==> config.mk <==
export PLATFORM = sky130hd
export DESIGN_NAME = instruction_fetch_unit
export DESIGN_NICKNAME = d
export VERILOG_FILES = /design/src/rtl/instruction_fetch_unit.sv
export SDC_FILE = /design/constraint.sdc
export NUM_CORES = 1
export LEC_CHECK = 0
export BUFFER_PORTS_ARGS = -buffer_cell sky130_fd_sc_hd__buf_2
export CAP_MARGIN = 30
export CORE_ASPECT_RATIO = 1.1
export CORE_UTILIZATION = 40
export CTS_CLUSTER_SIZE = 28
export DETAILED_ROUTE_END_ITERATION = 10
export PLACE_DENSITY_LB_ADDON = 0.15
export SYNTH_ARGS = -nofsm -noshare
export SYNTH_HDL_FRONTEND = slang
export SYNTH_SLANG_ARGS = --single-unit
==> constraint.sdc <==
create_clock -name clock -period 2.4 [get_ports clock]
set_input_delay 0.48 -clock clock [delete_from_list [all_inputs] [get_ports clock]]
set_output_delay 0.48 -clock clock [all_outputs]
set_load 0.05 [all_outputs]
==> src/rtl/instruction_fetch_unit.sv <==
// instruction_fetch_unit: JZJCoreF pipeline front end.
// Owns the PC, fetches one instruction word at a time from instruction memory,
// holds it for decode and handles branch/jump redirects, including responses
// that were already in flight and are now stale.
// Optional feature macro: JZJCOREF_MISALIGNED_TRAP_EN enables the FAULT state
// and fetchFault for misaligned redirect targets. When the macro is undefined,
// the low two bits of the redirect target are dropped.
module instruction_fetch_unit #(
   parameter logic [31:0] RESET_VECTOR = 32'h00000000
) (
   input  logic        clock,
   input  logic        reset,
   output logic        imemReqValid,
   input  logic        imemReqReady,
   output logic [31:0] imemAddress,
   input  logic        imemRespValid,
   input  logic [31:0] imemRespData,
   output logic        instrValid,
   input  logic        instrReady,
   output logic [31:0] instruction,
   output logic [31:0] pcOfInstruction,
   output logic [31:0] immediateU,
   input  logic        redirectValid,
   input  logic [31:0] redirectTarget,
   output logic        fetchFault
);

   typedef enum logic [2:0] {
      REQUEST   = 3'd0,
      WAIT_RESP = 3'd1,
      HOLD      = 3'd2,
      DRAIN     = 3'd3
`ifdef JZJCOREF_MISALIGNED_TRAP_EN
      ,
      FAULT     = 3'd4
`endif
   } state_t;

   localparam logic [31:0] NOP = 32'h00000013;

   state_t      r_state;
   state_t      w_nextState;
   logic [31:0] r_pc;
   logic [31:0] w_nextPc;
   logic [31:0] r_instruction;
   logic [31:0] r_pcOfInstruction;
   logic        w_latchResp;
   logic        w_outstanding;
   logic [31:0] w_target;

`ifdef JZJCOREF_MISALIGNED_TRAP_EN
   logic        r_fault;
   logic        w_nextFault;
   logic        w_misaligned;

   assign w_target     = redirectTarget;
   assign w_misaligned = |redirectTarget[1:0];
   assign fetchFault   = r_fault;
`else
   logic        w_unusedTargetBits;

   assign w_target           = {redirectTarget[31:2], 2'b00};
   assign w_unusedTargetBits = ^redirectTarget[1:0];
   assign fetchFault         = 1'b0;
`endif

   // A request is only offered from REQUEST, and never while reset is held,
   // even if the state register already reads REQUEST.
   assign imemReqValid    = (r_state == REQUEST) && !reset;
   assign imemAddress     = r_pc;
   assign instrValid      = (r_state == HOLD);
   assign instruction     = r_instruction;
   assign pcOfInstruction = r_pcOfInstruction;
   assign immediateU      = {r_instruction[31:12], 12'b0};

   // State register: reset drops any in-flight transaction by returning to
   // REQUEST, so a late memory response is simply ignored.
   always_ff @(posedge clock) begin
      if (reset) begin
         r_state <= REQUEST;
      end else begin
         r_state <= w_nextState;
      end
   end

   // Next-state and PC selection. A redirect beats every other event; if a
   // memory response is still owed we must drain it before fetching again.
   always_comb begin
      w_nextState   = r_state;
      w_nextPc      = r_pc;
      w_latchResp   = 1'b0;
      w_outstanding = 1'b0;
`ifdef JZJCOREF_MISALIGNED_TRAP_EN
      w_nextFault   = r_fault;
`endif
      if (redirectValid) begin
         w_nextPc = w_target;
         case (r_state)
            REQUEST:          w_outstanding = imemReqReady;
            WAIT_RESP, DRAIN: w_outstanding = !imemRespValid;
            default:          w_outstanding = 1'b0;
         endcase
`ifdef JZJCOREF_MISALIGNED_TRAP_EN
         w_nextFault = w_misaligned;
`endif
         if (w_outstanding) begin
            w_nextState = DRAIN;
`ifdef JZJCOREF_MISALIGNED_TRAP_EN
         end else if (w_misaligned) begin
            w_nextState = FAULT;
`endif
         end else begin
            w_nextState = REQUEST;
         end
      end else begin
         case (r_state)
            REQUEST: begin
               if (imemReqReady) begin
                  w_nextState = WAIT_RESP;
               end
            end
            WAIT_RESP: begin
               if (imemRespValid) begin
                  w_latchResp = 1'b1;
                  w_nextPc    = r_pc + 32'd4;
                  w_nextState = HOLD;
               end
            end
            HOLD: begin
               if (instrReady) begin
                  w_nextState = REQUEST;
               end
            end
            DRAIN: begin
               if (imemRespValid) begin
`ifdef JZJCOREF_MISALIGNED_TRAP_EN
                  w_nextState = r_fault ? FAULT : REQUEST;
`else
                  w_nextState = REQUEST;
`endif
               end
            end
`ifdef JZJCOREF_MISALIGNED_TRAP_EN
            FAULT: begin
               w_nextState = FAULT;
            end
`endif
            default: begin
               w_nextState = REQUEST;
            end
         endcase
      end
   end

   // PC and held-instruction registers; the held copy only changes when a
   // live (non-stale) response is accepted.
   always_ff @(posedge clock) begin
      if (reset) begin
         r_pc              <= RESET_VECTOR;
         r_instruction     <= NOP;
         r_pcOfInstruction <= 32'h00000000;
      end else begin
         r_pc <= w_nextPc;
         if (w_latchResp) begin
            r_instruction     <= imemRespData;
            r_pcOfInstruction <= r_pc;
         end
      end
   end

`ifdef JZJCOREF_MISALIGNED_TRAP_EN
   // Trap flag: raised by a misaligned redirect (even while still draining),
   // cleared by reset or an aligned redirect.
   always_ff @(posedge clock) begin
      if (reset) begin
         r_fault <= 1'b0;
      end else begin
         r_fault <= w_nextFault;
      end
   end
`endif

endmodule

==> metrics.csv, run 1 <==
stage;metric;value;unit
run_status;status;completed;
floorplan;dieWidth;99.9;um
placed_design;dpl.hpwl;7680;um
power;internal-power;0.00231;W
timing;clock_skew;8.42;ps
cts;numCtsBuffers;9;
final_layout;fin_nets;745;
final_layout;instances_no_fill;819;
global_route;first_global_vias;3571;
route;vias_per_cell;4.87;
logic_synthesis;async_flop_share;0;%
logic_synthesis;synth-seq-cells;94;
route;drtIter0Drc;138;
final_layout;antennaDiodeCount;0;
final_layout;final_common_cell;buf_2;
route;routedWlPerCell;13.4;um
final_layout;area_growth;24.9;%
logic_synthesis;yosysTopAreaCell;dfxtp_1;
power;combPwrFrac;17.7;%
power;pwr-share-clk;31.9;%
global_route;grt_overflow;0;
global_route;antenna_found_initial;0;
global_route;grt_max_degree;98;
worst_setup_path;cp.required;2680;ps
placed_design;pre_cts_slack;469;ps
cts;cts_hold_buf;0;
worst_setup_path;crit_arrival;2190;ps
cts;clkSinkCount;94;
logic_synthesis;synth_edf_count;0;
timing;fmax;0.523;GHz
final_layout;final_cell_mix;buf_2, nand2_1, dfxtp_1;
cts;postCtsSetupBuffers;0;
flow_run;drv_cap;0;
logic_synthesis;synth_area_leaders;dfxtp_1, nand2_1, a21oi_1;
route;drc;0;
route;dr.pass1.iters;6;
logic_synthesis;yosysTopAreaCellShare;44.6;%
floorplan;die_h;110;um
logic_synthesis;ys_seq_area_share;44.6;%
logic_synthesis;avgSynthCellArea;7.98;um^2
placed_design;gp_congestion;0.771;
cts;clk_pin_slew_worst_paths;90;ps
route;wirelength;11000;um
floorplan;die_area;0.0110;mm^2
worst_setup_path;critical_path_class;reg -> reg;
logic_synthesis;synth_ff_type;dfxtp_1;
logic_synthesis;yosys_warnings;0;
timing;finalSetupTns;0;ps
worst_setup_path;cp_max_fo;11;
power;switching_power;0.00104;W
route;num_vias;3990;
power;power.total;0.00335;W
floorplan;io_pins;201;
power;power_density;635;mW/mm^2
power;pwr-share-seq;50.3;%
timing;post-route-period-util;79.7;%
global_route;track_usage;19.8;%
logic_synthesis;synthesis.instances;529;
timing;drv_slew;0;
cts;clk_root_buffer_cell;clkbuf_8;
floorplan;coreArea;0.0101;mm^2
power;irDropWorstVdd;0.325;mV
final_layout;nFillCells;1006;
route;postRouteAntennaNets;0;
floorplan;start_util;41.9;%
cts;post_cts_resized;0;
worst_setup_path;end_kind;register;
placed_design;portBuffers;181;
placed_design;dp.cells;803;
global_route;grt_pass1_wl;17100;um
cts;cts_tree;built;
timing;grt_setup_unrepaired;false;
timing;setup_ws;486;ps
cts;htree_levels;3;
cts;clockBufferDepth;2;
power;p_leak;2.34;nW
timing;final.min_clock_period;1910;ps
floorplan;row_count;38;
cts;clkLatencyLatePin;350;ps
worst_setup_path;startpoint_type;register;
timing;setup_viol;0;
logic_synthesis;ys_types;39;
timing;hold_viol;0;
worst_hold_path;hold_class;in -> reg;
final_layout;drive_above_1_share;32.4;%
power;swShare;31.1;%
logic_synthesis;netlist_area;0.00422;mm^2
-- power by group through the flow --
stage	logic (W)	registers, W	clock network (W)
floorplan	0.000289	0.00188	0
global placement	0.000590	0.00172	0
detailed placement	0.000594	0.00172	0
CTS	0.000596	0.00168	0.00110
global route	0.000634	0.00169	0.00116
finish	0.000593	0.00168	0.00107
-- layer usage --
metal	vias to the layer above	routed length (um)	GRT usage, %
met5	-	0	0
met4	0	99	7.25
met3	9	657	3.81
met2	135	5280	33.8
met1	1847	4950	24.8
li1	1999	-	-
-- sequential cells by signal, indices dropped and copies added, names as in the netlist --
| name | count |
|---|---|
| pcOfInstruction | 30 |
| instruction | 32 |
| imemAddress | 30 |
| r_state | 2 |
-- Yosys cell counts (all sizes together) (3+ instances only) --
cell type and instances:
a211oi 23, a21oi 66, and3 5, buf 42, clkbuf 30, dfxtp 94, inv 3, nand2 141
nand3 14, nand3b 5, nand4 12, nor2 39, nor3 3, nor4 6, xnor2 8, xor2 20
-- metrics by stage --
step | area [um^2] | hold slack [ps] | util, %
final | 5270 | 341 | 52.3
after global routing | 5270 | 343 | 52.3
after CTS | 5270 | 319 | 52.3
after detailed placement | 5070 | 444 | 50.3
after global placement | 5070 | 440 | 50.3
after floorplan | 4280 | 593 | -
-- worst paths after layout --
| check | startpoint | endpoint | slack, ps | depth (start not counted) |
|---|---|---|---|---|
| worst max-delay path | imemAddress[15] | imemAddress[25] | 490 | 5 |
| worst min-delay path | imemRespData[1] | instruction[1] | 340 | 3 |
| worst max register to register | imemAddress[15] | imemAddress[25] | 490 | 5 |
| worst min register to register | instruction[2] | instruction[2] | 450 | 2 |
-- layout make-up --
class                   instances  area [um^2]  area share (%)
well taps                     140          175            3.32
multi-input cells             376         1980            37.5
clock inverters                 4         45.0           0.854
clock buffers                  12          155            2.94
flip-flops and latches         94         1880            35.7
repair buffers                190         1030            19.5
inverters                       3         11.3           0.214
-- critical path, stage by stage (launching register included) --
cell      delay [ps]
dfxtp_1          590
nand3_1          260
nor4_2           440
nand3_1          160
xor2_1           180
a211oi_2         210
-- kinds of logic after synthesis --
group / after synthesis / synth area share, %
compound gates: 94 / 13.8
xor+xnor: 28 / 5.81
fa+ha+maj: 1 / 0.296
buf+inv: 75 / 10.2
flops: 94 / 44.6
mux: 2 / 0.474
other cells: 1 / 0.0889
simple gates: 234 / 24.7
(Power assumes the default switching activity.)
==> run 2: changes to the inputs <==
==> constraint.sdc (replaced) <==
create_clock -name clock -period 1.8 [get_ports clock]
set_input_delay 0.36 -clock clock [delete_from_list [all_inputs] [get_ports clock]]
set_output_delay 0.36 -clock clock [all_outputs]
set_load 0.05 [all_outputs]
==> metrics.csv, run 2 (synthesis gave the netlist of run 1 again) <==
stage;metric;value;unit;change
worst_setup_path;rrSetupSlack;110;ps;-370 ps
floorplan;io_pins;201;;unchanged
worst_setup_path;cp_max_fo;5;;-6
route;vias_per_cell;4.83;;-0.86%
placed_design;dpl.hpwl;7780;um;+1.3%
final_layout;largest_reg_flops;32;;unchanged
cts;numCtsBuffers;9;;unchanged
placed_design;portBuffers;181;;unchanged
final_layout;area_growth;30.3;%;
worst_setup_path;cp.required;2070;ps;-610 ps
global_route;track_usage;19.5;%;-0.33 points
floorplan;die_area;0.0110;mm^2;unchanged
worst_setup_path;crit_arrival;1950;ps;-240 ps
worst_setup_path;startpoint_type;register;;
route;num_vias;4028;;+0.95%
cts;htree_levels;3;;unchanged
global_route;grt_max_degree;70;;-29%
route;drtIter0Drc;139;;+0.72%
power;p_leak;2.46;nW;+5.4%
cts;clk_pin_slew_worst_paths;90;ps;about the same
timing;post-route-period-util;93.8;%;+14 points
floorplan;row_count;38;;unchanged
floorplan;die_h;110;um;unchanged
final_layout;drive_above_1_share;37.6;%;+5.2 points
worst_setup_path;end_kind;register;;
route;wirelength;10900;um;-0.51%
global_route;grt_overflow;0;;unchanged
timing;setup_viol;0;;unchanged
power;irDropWorstVdd;0.377;mV;+16%
global_route;antenna_found_initial;0;;unchanged
floorplan;dieWidth;99.9;um;unchanged
global_route;grt_pass1_wl;17000;um;-0.40%
flow_run;drv_cap;0;;unchanged
route;postRouteAntennaNets;0;;unchanged
timing;clock_skew;6.33;ps;-2.08 ps
cts;clkSinkCount;94;;unchanged
worst_hold_path;hold_class;in -> reg;;
route;dr.pass1.iters;4;;-2
floorplan;start_util;41.9;%;unchanged
route;routedWlPerCell;13.1;um;-2.3%
placed_design;gp_congestion;0.801;;+3.8%
cts;clkLatencyLatePin;350;ps;about the same
final_layout;final_cell_mix;buf_2, nand2_1, dfxtp_1;;
global_route;first_global_vias;3552;;-0.53%
worst_setup_path;critical_path_class;reg -> reg;;
power;power_density;814;mW/mm^2;+28%
final_layout;antennaDiodeCount;0;;unchanged
final_layout;final_common_cell;buf_2;;
timing;fmax;0.592;GHz;+13%
cts;clockBufferDepth;2;;unchanged
cts;clk_root_buffer_cell;clkbuf_8;;
timing;final.min_clock_period;1690;ps;-226 ps
timing;grt_setup_unrepaired;false;;
route;drc;0;;unchanged
floorplan;coreArea;0.0101;mm^2;unchanged
final_layout;fin_util;54.6;%;+2.3 points
cts;cts_tree;built;;
run_status;status;completed;;
timing;drv_slew;0;;unchanged
cts;cts_hold_buf;0;;unchanged
timing;hold_viol;0;;unchanged
timing;fin_hold_ws;221;ps;-120 ps
final_layout;fin_nets;761;;+2.1%
run 2: changes by cell type in the layout (fill, tap and decap cells not counted), sizes merged:
cell and delta:
buf +16, bufinv -1, clkbuf +1, clkinv -2, inv +1
run 2: power by group:
part,internal (W),switching (W),leakage (nW)
Clock,0.000693,0.000708,0.107
Sequential,0.00215,0.0000775,0.776
Combinational,0.000238,0.000608,1.58
run 2: stage by stage:
step	std cells	cell area, um^2	TNS [ps]	total power, W	setup WS, ps
3_3_place_gp	816	5270	0	0.00311	60.7
6_report	834	5500	0	0.00448	112
3_5_place_dp	816	5270	-2.72	0.00312	-2.72
4_1_cts	831	5470	0	0.00453	63.0
5_1_grt	834	5500	0	0.00467	1.29
2_1_floorplan	545	4350	0	0.00290	1.37
run 2: area by class of cell:
type / count / area [um^2]
Multi-Input combinational cell: 376 / 2010
Clock buffer: 13 / 190
Tap cell: 140 / 175
Clock inverter: 2 / 11.3
Timing Repair Buffer: 206 / 1170
Sequential cell: 94 / 1940
Inverter: 3 / 11.3
Fill cell: 1004 / 4580
run 2: worst paths after layout:
check / cells after the start / startpoint / to
worst min register to register: 2 / pcOfInstruction[26] / pcOfInstruction[26]
worst min-delay path: 3 / imemRespData[1] / instruction[1]
worst max register to register: 5 / r_state[1] / imemAddress[29]
worst max-delay path: 5 / r_state[1] / imemAddress[29]
run 2: routing by layer:
layer  share of wire, %  vias to the layer above  track usage, %
li1                   -                     2023               -
met1                 45                     1854            24.7
met3                6.5                        8            4.32
met5                  0                        -               0
met2                 47                      143            33.1
met4               0.77                        0            5.78
run 2: critical path, cell delays in order, from the launching register on:
cell and delay, ps:
dfxtp_1 340, nand4b_1 290, nor4_4 430, nand4_1 170, xor2_1 170, a211oi_1 210
run 2: timing repair:
action	4_1_cts	5_1_grt
setup endpoints to repair	0	4
endpoints found under the hold margin	0	0
setup buffers	0	3
resized for setup	0	4
